File: config.mk
export PLATFORM = sky130hd
export DESIGN_NAME = alu_issue_ctrl
export DESIGN_NICKNAME = d
export VERILOG_FILES = /design/src/rtl/alu_issue_ctrl.sv
export SDC_FILE = /design/constraint.sdc
export NUM_CORES = 1
export LEC_CHECK = 0
export ABC_AREA = 1
export CAP_MARGIN = 10
export CORE_ASPECT_RATIO = 0.9
export CORE_UTILIZATION = 55
export CTS_BUF_LIST = sky130_fd_sc_hd__clkbuf_8 sky130_fd_sc_hd__clkbuf_16
export CTS_CLUSTER_SIZE = 28
export DETAILED_ROUTE_END_ITERATION = 8
export PLACE_DENSITY_LB_ADDON = 0.08
export SLEW_MARGIN = 20
export SYNTH_ARGS = -nofsm -noshare
export SYNTH_HDL_FRONTEND = slang
export SYNTH_SLANG_ARGS = --single-unit
export TNS_END_PERCENT = 10
File: constraint.sdc
create_clock -name clk -period 3.13 [get_ports clk]
set_input_delay 0.626 -clock clk [delete_from_list [all_inputs] [get_ports clk]]
set_output_delay 0.626 -clock clk [all_outputs]
set_load 0.1 [all_outputs]
File: src/rtl/alu_issue_ctrl.sv
// Issue/return controller for the 8-bit ALU: command FIFO, fixed-latency issue pipe, credit-limited response FIFO.
// Optional stat_issued/stat_stall counters are built when ALU_ISSUE_STATS_EN is defined.
`timescale 1ns/1ps
module alu_issue_ctrl #(
   parameter int CMD_DEPTH = 4,
   parameter int RSP_DEPTH = 4,
   parameter int TAG_W     = 4,
   parameter int ALU_LAT   = 1
) (
   input  logic             clk,
   input  logic             rst,
`ifdef ALU_ISSUE_STATS_EN
   output logic [15:0]      stat_issued,
   output logic [15:0]      stat_stall,
`endif
   input  logic             cmd_valid,
   output logic             cmd_ready,
   input  logic [7:0]       cmd_a,
   input  logic [7:0]       cmd_b,
   input  logic [2:0]       cmd_op,
   input  logic [2:0]       cmd_shamt,
   input  logic [TAG_W-1:0] cmd_tag,
   output logic [7:0]       alu_a,
   output logic [7:0]       alu_b,
   output logic [2:0]       alu_op,
   output logic [2:0]       alu_shift,
   input  logic [7:0]       alu_result,
   input  logic [7:0]       alu_barrel_a,
   input  logic [7:0]       alu_barrel_b,
   output logic             rsp_valid,
   input  logic             rsp_ready,
   output logic [7:0]       rsp_result,
   output logic [7:0]       rsp_aux,
   output logic [TAG_W-1:0] rsp_tag,
   output logic             rsp_zero,
   output logic             rsp_carry,
   output logic             rsp_overflow
);
   localparam int CPW = $clog2(CMD_DEPTH);
   localparam int RPW = $clog2(RSP_DEPTH);
   localparam logic [CPW:0] CMD_FULL = CMD_DEPTH[CPW:0];
   localparam logic [7:0]   RSP_CAP  = RSP_DEPTH[7:0];
   localparam logic [2:0]   OP_ADD = 3'd0;
   localparam logic [2:0]   OP_SUB = 3'd3;
   localparam logic [2:0]   OP_BAR = 3'd7;

   typedef struct packed {
      logic [TAG_W-1:0] tag;
      logic [2:0]       op;
      logic [2:0]       shamt;
      logic [7:0]       a;
      logic [7:0]       b;
   } cmd_t;

   typedef struct packed {
      logic [7:0]       result;
      logic [7:0]       aux;
      logic [TAG_W-1:0] tag;
      logic             zero;
      logic             carry;
      logic             ovf;
   } rsp_t;

   // ---------------- command FIFO ----------------
   cmd_t           cmd_mem [CMD_DEPTH];
   logic [CPW-1:0] cmd_wptr, cmd_rptr;
   logic [CPW:0]   cmd_count;
   cmd_t           cmd_in, cmd_head;
   logic           cmd_push, issue, credit_ok;

   assign cmd_ready = (cmd_count != CMD_FULL);
   assign cmd_push  = cmd_valid && cmd_ready;
   assign cmd_in    = '{tag: cmd_tag, op: cmd_op, shamt: cmd_shamt, a: cmd_a, b: cmd_b};
   assign cmd_head  = cmd_mem[cmd_rptr];

   always_ff @(posedge clk) begin
      if (cmd_push) cmd_mem[cmd_wptr] <= cmd_in;
   end

   always_ff @(posedge clk or posedge rst) begin
      if (rst) begin
         cmd_wptr  <= '0;
         cmd_rptr  <= '0;
         cmd_count <= '0;
      end else begin
         if (cmd_push) cmd_wptr <= cmd_wptr + 1'b1;
         if (issue)    cmd_rptr <= cmd_rptr + 1'b1;
         case ({cmd_push, issue})
            2'b10:   cmd_count <= cmd_count + 1'b1;
            2'b01:   cmd_count <= cmd_count - 1'b1;
            default: ;
         endcase
      end
   end

   // ---------------- issue pipe ----------------
   logic             pipe_vld [ALU_LAT+1];
   logic [TAG_W-1:0] pipe_tag [ALU_LAT+1];
   logic [2:0]       pipe_op  [ALU_LAT+1];
   logic [7:0]       pipe_a   [ALU_LAT+1];
   logic [7:0]       pipe_b   [ALU_LAT+1];
   logic [7:0]       inflight;
   logic [RPW:0]     rsp_count;

   // Every op in the pipe already owns a response slot, so capture can never overflow.
   always_comb begin
      inflight = '0;
      for (int i = 0; i <= ALU_LAT; i++) inflight = inflight + 8'(pipe_vld[i]);
   end

   assign credit_ok = (8'(rsp_count) + inflight) < RSP_CAP;
   assign issue     = (cmd_count != '0) && credit_ok;

   always_ff @(posedge clk or posedge rst) begin
      if (rst) begin
         alu_a     <= '0;
         alu_b     <= '0;
         alu_op    <= '0;
         alu_shift <= '0;
      end else if (issue) begin
         alu_a     <= cmd_head.a;
         alu_b     <= cmd_head.b;
         alu_op    <= cmd_head.op;
         alu_shift <= cmd_head.shamt;
      end
   end

   always_ff @(posedge clk or posedge rst) begin
      if (rst) begin
         for (int i = 0; i <= ALU_LAT; i++) begin
            pipe_vld[i] <= 1'b0;
            pipe_tag[i] <= '0;
            pipe_op[i]  <= '0;
            pipe_a[i]   <= '0;
            pipe_b[i]   <= '0;
         end
      end else begin
         pipe_vld[0] <= issue;
         if (issue) begin
            pipe_tag[0] <= cmd_head.tag;
            pipe_op[0]  <= cmd_head.op;
            pipe_a[0]   <= cmd_head.a;
            pipe_b[0]   <= cmd_head.b;
         end
         for (int i = 1; i <= ALU_LAT; i++) begin
            pipe_vld[i] <= pipe_vld[i-1];
            pipe_tag[i] <= pipe_tag[i-1];
            pipe_op[i]  <= pipe_op[i-1];
            pipe_a[i]   <= pipe_a[i-1];
            pipe_b[i]   <= pipe_b[i-1];
         end
      end
   end

   // ---------------- capture and flags ----------------
   logic       cap;
   logic [7:0] ta, tb;
   logic [2:0] top;
   logic [8:0] sum9;
   rsp_t       cap_rsp;

   assign cap  = pipe_vld[ALU_LAT];
   assign ta   = pipe_a[ALU_LAT];
   assign tb   = pipe_b[ALU_LAT];
   assign top  = pipe_op[ALU_LAT];
   assign sum9 = {1'b0, ta} + {1'b0, tb};

   always_comb begin
      cap_rsp     = '0;
      cap_rsp.tag = pipe_tag[ALU_LAT];
      if (top == OP_BAR) begin
         cap_rsp.result = alu_barrel_a;
         cap_rsp.aux    = alu_barrel_b;
      end else begin
         cap_rsp.result = alu_result;
      end
      case (top)
         OP_ADD: begin
            cap_rsp.carry = sum9[8];
            cap_rsp.ovf   = (ta[7] == tb[7]) && (cap_rsp.result[7] != ta[7]);
         end
         OP_SUB: begin
            cap_rsp.carry = (ta < tb);
            cap_rsp.ovf   = (ta[7] != tb[7]) && (cap_rsp.result[7] != ta[7]);
         end
         default: ;
      endcase
      cap_rsp.zero = (cap_rsp.result == 8'h00);
   end

   // ---------------- response FIFO ----------------
   rsp_t           rsp_mem [RSP_DEPTH];
   logic [RPW-1:0] rsp_wptr, rsp_rptr;
   logic           rsp_pop;
   rsp_t           rsp_head;

   assign rsp_valid = (rsp_count != '0);
   assign rsp_pop   = rsp_valid && rsp_ready;
   // Head is masked while empty so idle outputs read as zero rather than stale entries.
   assign rsp_head  = rsp_valid ? rsp_mem[rsp_rptr] : '0;

   assign rsp_result   = rsp_head.result;
   assign rsp_aux      = rsp_head.aux;
   assign rsp_tag      = rsp_head.tag;
   assign rsp_zero     = rsp_head.zero;
   assign rsp_carry    = rsp_head.carry;
   assign rsp_overflow = rsp_head.ovf;

   always_ff @(posedge clk) begin
      if (cap) rsp_mem[rsp_wptr] <= cap_rsp;
   end

   always_ff @(posedge clk or posedge rst) begin
      if (rst) begin
         rsp_wptr  <= '0;
         rsp_rptr  <= '0;
         rsp_count <= '0;
      end else begin
         if (cap)     rsp_wptr <= rsp_wptr + 1'b1;
         if (rsp_pop) rsp_rptr <= rsp_rptr + 1'b1;
         case ({cap, rsp_pop})
            2'b10:   rsp_count <= rsp_count + 1'b1;
            2'b01:   rsp_count <= rsp_count - 1'b1;
            default: ;
         endcase
      end
   end

`ifdef ALU_ISSUE_STATS_EN
   logic stall_now;
   assign stall_now = (cmd_count != '0) && !credit_ok;

   always_ff @(posedge clk or posedge rst) begin
      if (rst) begin
         stat_issued <= '0;
         stat_stall  <= '0;
      end else begin
         if (issue && stat_issued != 16'hFFFF)    stat_issued <= stat_issued + 16'd1;
         if (stall_now && stat_stall != 16'hFFFF) stat_stall  <= stat_stall + 16'd1;
      end
   end
`endif

endmodule

==> impl_results.md <==
- Final nets: 1081
- Dpl cell area: 11900 sq um
- DIE WIDTH: 149 um
- Fraction of layout cells with a size suffix above 1: 0.116
- Slew @ Worst Pin: 0.845 ns
- Critical path capture point type: output port
- Largest net degree at the start of global routing: 55
- Slowest CP cell: inv_2
- Post-DP HPWL: 11700 um
- Number of diodes: 0
- WHS Path Cells: 0
- Worst flop-to-flop path startpoint: rsp_count[0]$_DFFE_PP0P_
- Vias post-DR: 6454
- RSZ-0062 raised after global routing: no
- CP startpoint kind: flop
- Slew margin rel.: 0.436
- H-Tree Depth: 1
- Clk buf depth: 3
- Post-cts gate resize count: 0
- Final setup violation count: 0
- Maxcap violations: 0
- Placer Congestion: 0.730
- Drt first-iter violations: 294
- Clock-pin slew reported for the worst setup and hold paths after clock tree synthesis: 0.06 ns
- Setup TNS Final: 0 ns
- Total track usage: 0.201
- Top cell type by total area after synthesis: edfxtp_1
- Routed WL: 19400 um
- Seq cells post-synth: 261
- FF-to-FF path depth: 9
- Ys Warns: 0
- Starting density of the core: 0.571
- Worst Hold Class: reg2reg
- Yosys top cell area share: 0.551
- Register area share after synthesis: 0.703
- Clock tree from TritonCTS: built
- Core Area: 18700 sq um
- Row count: 47
- Reg2Reg Setup Slack: 0.91 ns
- Final period util: 0.912
- Setup ws final: 0.277 ns
- Critical path required time: 2.50 ns
- Fin crit period: 2.85 ns
- Setup repair bufs after CTS: 0
- Post-route ant nets: 0
- First-pass GRT wire length: 31400 um
- Num CTS Buffers: 27
- Residual DRC count: 0
- Syn Inst Count: 914
- Number of global-route vias before repair: 6086
- Mean Syn Cell Area: 11.7 sq um
- Number of buffers added on ports: 100
- Die Span Y: 134 um
- Critical-path cell list: inv_2, o21ai_0, a21oi_1, buf_12
- Pre-CTS setup slack: 0.659 ns
- CTS Sinks: 261
- Netlist Area Pre-Place: 10700 sq um
- Worst path max stage delay: 0.51 ns
- Vias per cell: 5.10
- Endpoint, Worst Hold: cap$_DFF_PP0_
- Initial antenna violation count: 0
- Worst Skew: 0.0190 ns
- Status: finished, final reports clean
- Hold Buf Count CTS: 0
- Die ar.: 20000 sq um
- Largest cells by area after synthesis: edfxtp_1 55%, dfrtp_1 15%, nor2_1 6.9%
- Fmax: 351 MHz
- Synthesized net count: 995
- Wire per inst: 15.4 um
- Reg2reg end: rsp_count[1]$_DFFE_PP0P_
- Root Buffer: clkbuf_16
- Grt ovf: 0
- Fin area: 12800 sq um
- Max-slew violation count: 0
- Hold Crit Start: pipe_vld[1]$_DFF_PP0_
- Layout area overhead: 19.9%
- Top Ports: 101
- Final hold violations: 0
- Worst-path maximum fanout: 47
- Worst-Skew Late Latency: 0.53 ns
- Distinct cells, synth: 28
- Worst Path Class, Setup: reg2out
- Pre-antenna DRT Iters: 5
- Worst Path Arrival: 2.23 ns
==> routing by layer <==
| metal | track usage | routed length, um | share of wire | vias to the layer above |
|---|---|---|---|---|
| met2 | 0.341 | 9520 | 0.49 | 158 |
| met3 | 0.0337 | 1020 | 0.053 | 26 |
| met4 | 0.0437 | 295 | 0.015 | 0 |
| li1 | - | - | - | 3219 |
| met1 | 0.275 | 8600 | 0.44 | 3051 |
| met5 | 0 | 0 | 0 | - |
==> cell families (layout without fill, tap and decap cells) <==
kind of cell,Yosys count,after routing,synth area share
simple gates,322,322,0.117
compound gates,174,174,0.0823
buf+inv,120,227,0.0569
xor+xnor,10,10,0.00820
flops,261,261,0.703
fa+ha+maj,27,27,0.0330
==> synthesized netlist by cell type <==
| cell type | instances |
|---|---|
| nor3_2 | 1 |
| buf_4 | 21 |
| xnor2_1 | 5 |
| nand3_1 | 3 |
| a21oi_1 | 32 |
| dfrtp_1 | 65 |
| nand3b_1 | 1 |
| o21ai_1 | 15 |
| nor2_1 | 196 |
| or2_2 | 1 |
| inv_1 | 56 |
| nor3_1 | 3 |
| buf_6 | 6 |
| nand3_4 | 1 |
| edfxtp_1 | 196 |
| o21a_1 | 1 |
| nand2_2 | 1 |
| xor2_1 | 5 |
| a21o_1 | 1 |
| clkbuf_1 | 14 |
| buf_2 | 19 |
| inv_2 | 3 |
| nand2_1 | 115 |
| fa_1 | 2 |
| o21ai_2 | 1 |
| o21ai_0 | 124 |
| clkbuf_8 | 1 |
| ha_1 | 25 |
==> through the flow <==
step / utilization / hold slack, ns / std cells
2_1_floorplan: - / 0.354 / 914
3_3_place_gp: 0.639 / 0.366 / 1216
3_5_place_dp: 0.639 / 0.379 / 1216
4_1_cts: 0.685 / 0.397 / 1266
5_1_grt: 0.685 / 0.398 / 1266
6_report: 0.685 / 0.394 / 1266
==> layout by cell type (no fill, tap or decap), types with 6 or more instances in the layout <==
cell	instances
clkbuf_8	6
dfrtp_1	65
clkdlybuf4s50_1	53
o21ai_0	124
ha_1	25
nor2_1	192
buf_12	25
buf_4	40
o21ai_1	15
inv_1	61
edfxtp_1	196
nand2_1	115
a21oi_1	32
clkbuf_16	28
==> sequential cells by signal, indices dropped and copies added, names as in the netlist, 2 cells and up <==
register	flops
cmd_wptr	2
ta	8
rsp_rptr	2
rsp_mem	92
cmd_mem	104
pipe_a	8
pipe_b	8
tb	8
pipe_op	3
cmd_count	3
cmd_rptr	2
top	3
rsp_count	3
cap_rsp	4
pipe_tag	4
alu_shift	3
rsp_wptr	2
==> area by class of cell <==
| class | count | area [sq um] |
|---|---|---|
| Clock buffer | 34 | 783 |
| Clock inverter | 16 | 82.6 |
| Fill cell | 1387 | 5890 |
| Inverter | 59 | 221 |
| Multi-Input combinational cell | 533 | 2570 |
| Sequential cell | 261 | 7510 |
| Tap cell | 245 | 307 |
| Timing Repair Buffer | 118 | 1330 |
==> worst max-delay path by stage <==
stage,slack (ns),from,end
floorplan,-0.05,cmd_count[0]$_DFFE_PP0P_,cmd_mem[0][0]$_DFFE_PP_
global placement,0.67,cmd_valid,cmd_count[2]$_DFFE_PP0P_
detailed placement,0.66,cmd_valid,cmd_count[2]$_DFFE_PP0P_
CTS,0.26,rsp_rptr[0]$_DFFE_PP0N_,rsp_tag[1]
global route,0.11,rsp_rptr[0]$_DFFE_PP0N_,rsp_tag[1]
finish,0.28,rsp_rptr[0]$_DFFE_PP0N_,rsp_tag[1]
==> critical path, delay by kind of cell (launching register included) <==
kind / cells / cell delay, ns
buffers and inverters: 2 / 0.73
DFF: 1 / 0.38
AOI/OAI and AO/OA: 2 / 0.57
Power is not shown: default switching activity piles up to over one toggle a cycle in this logic, so the estimate is an artifact.
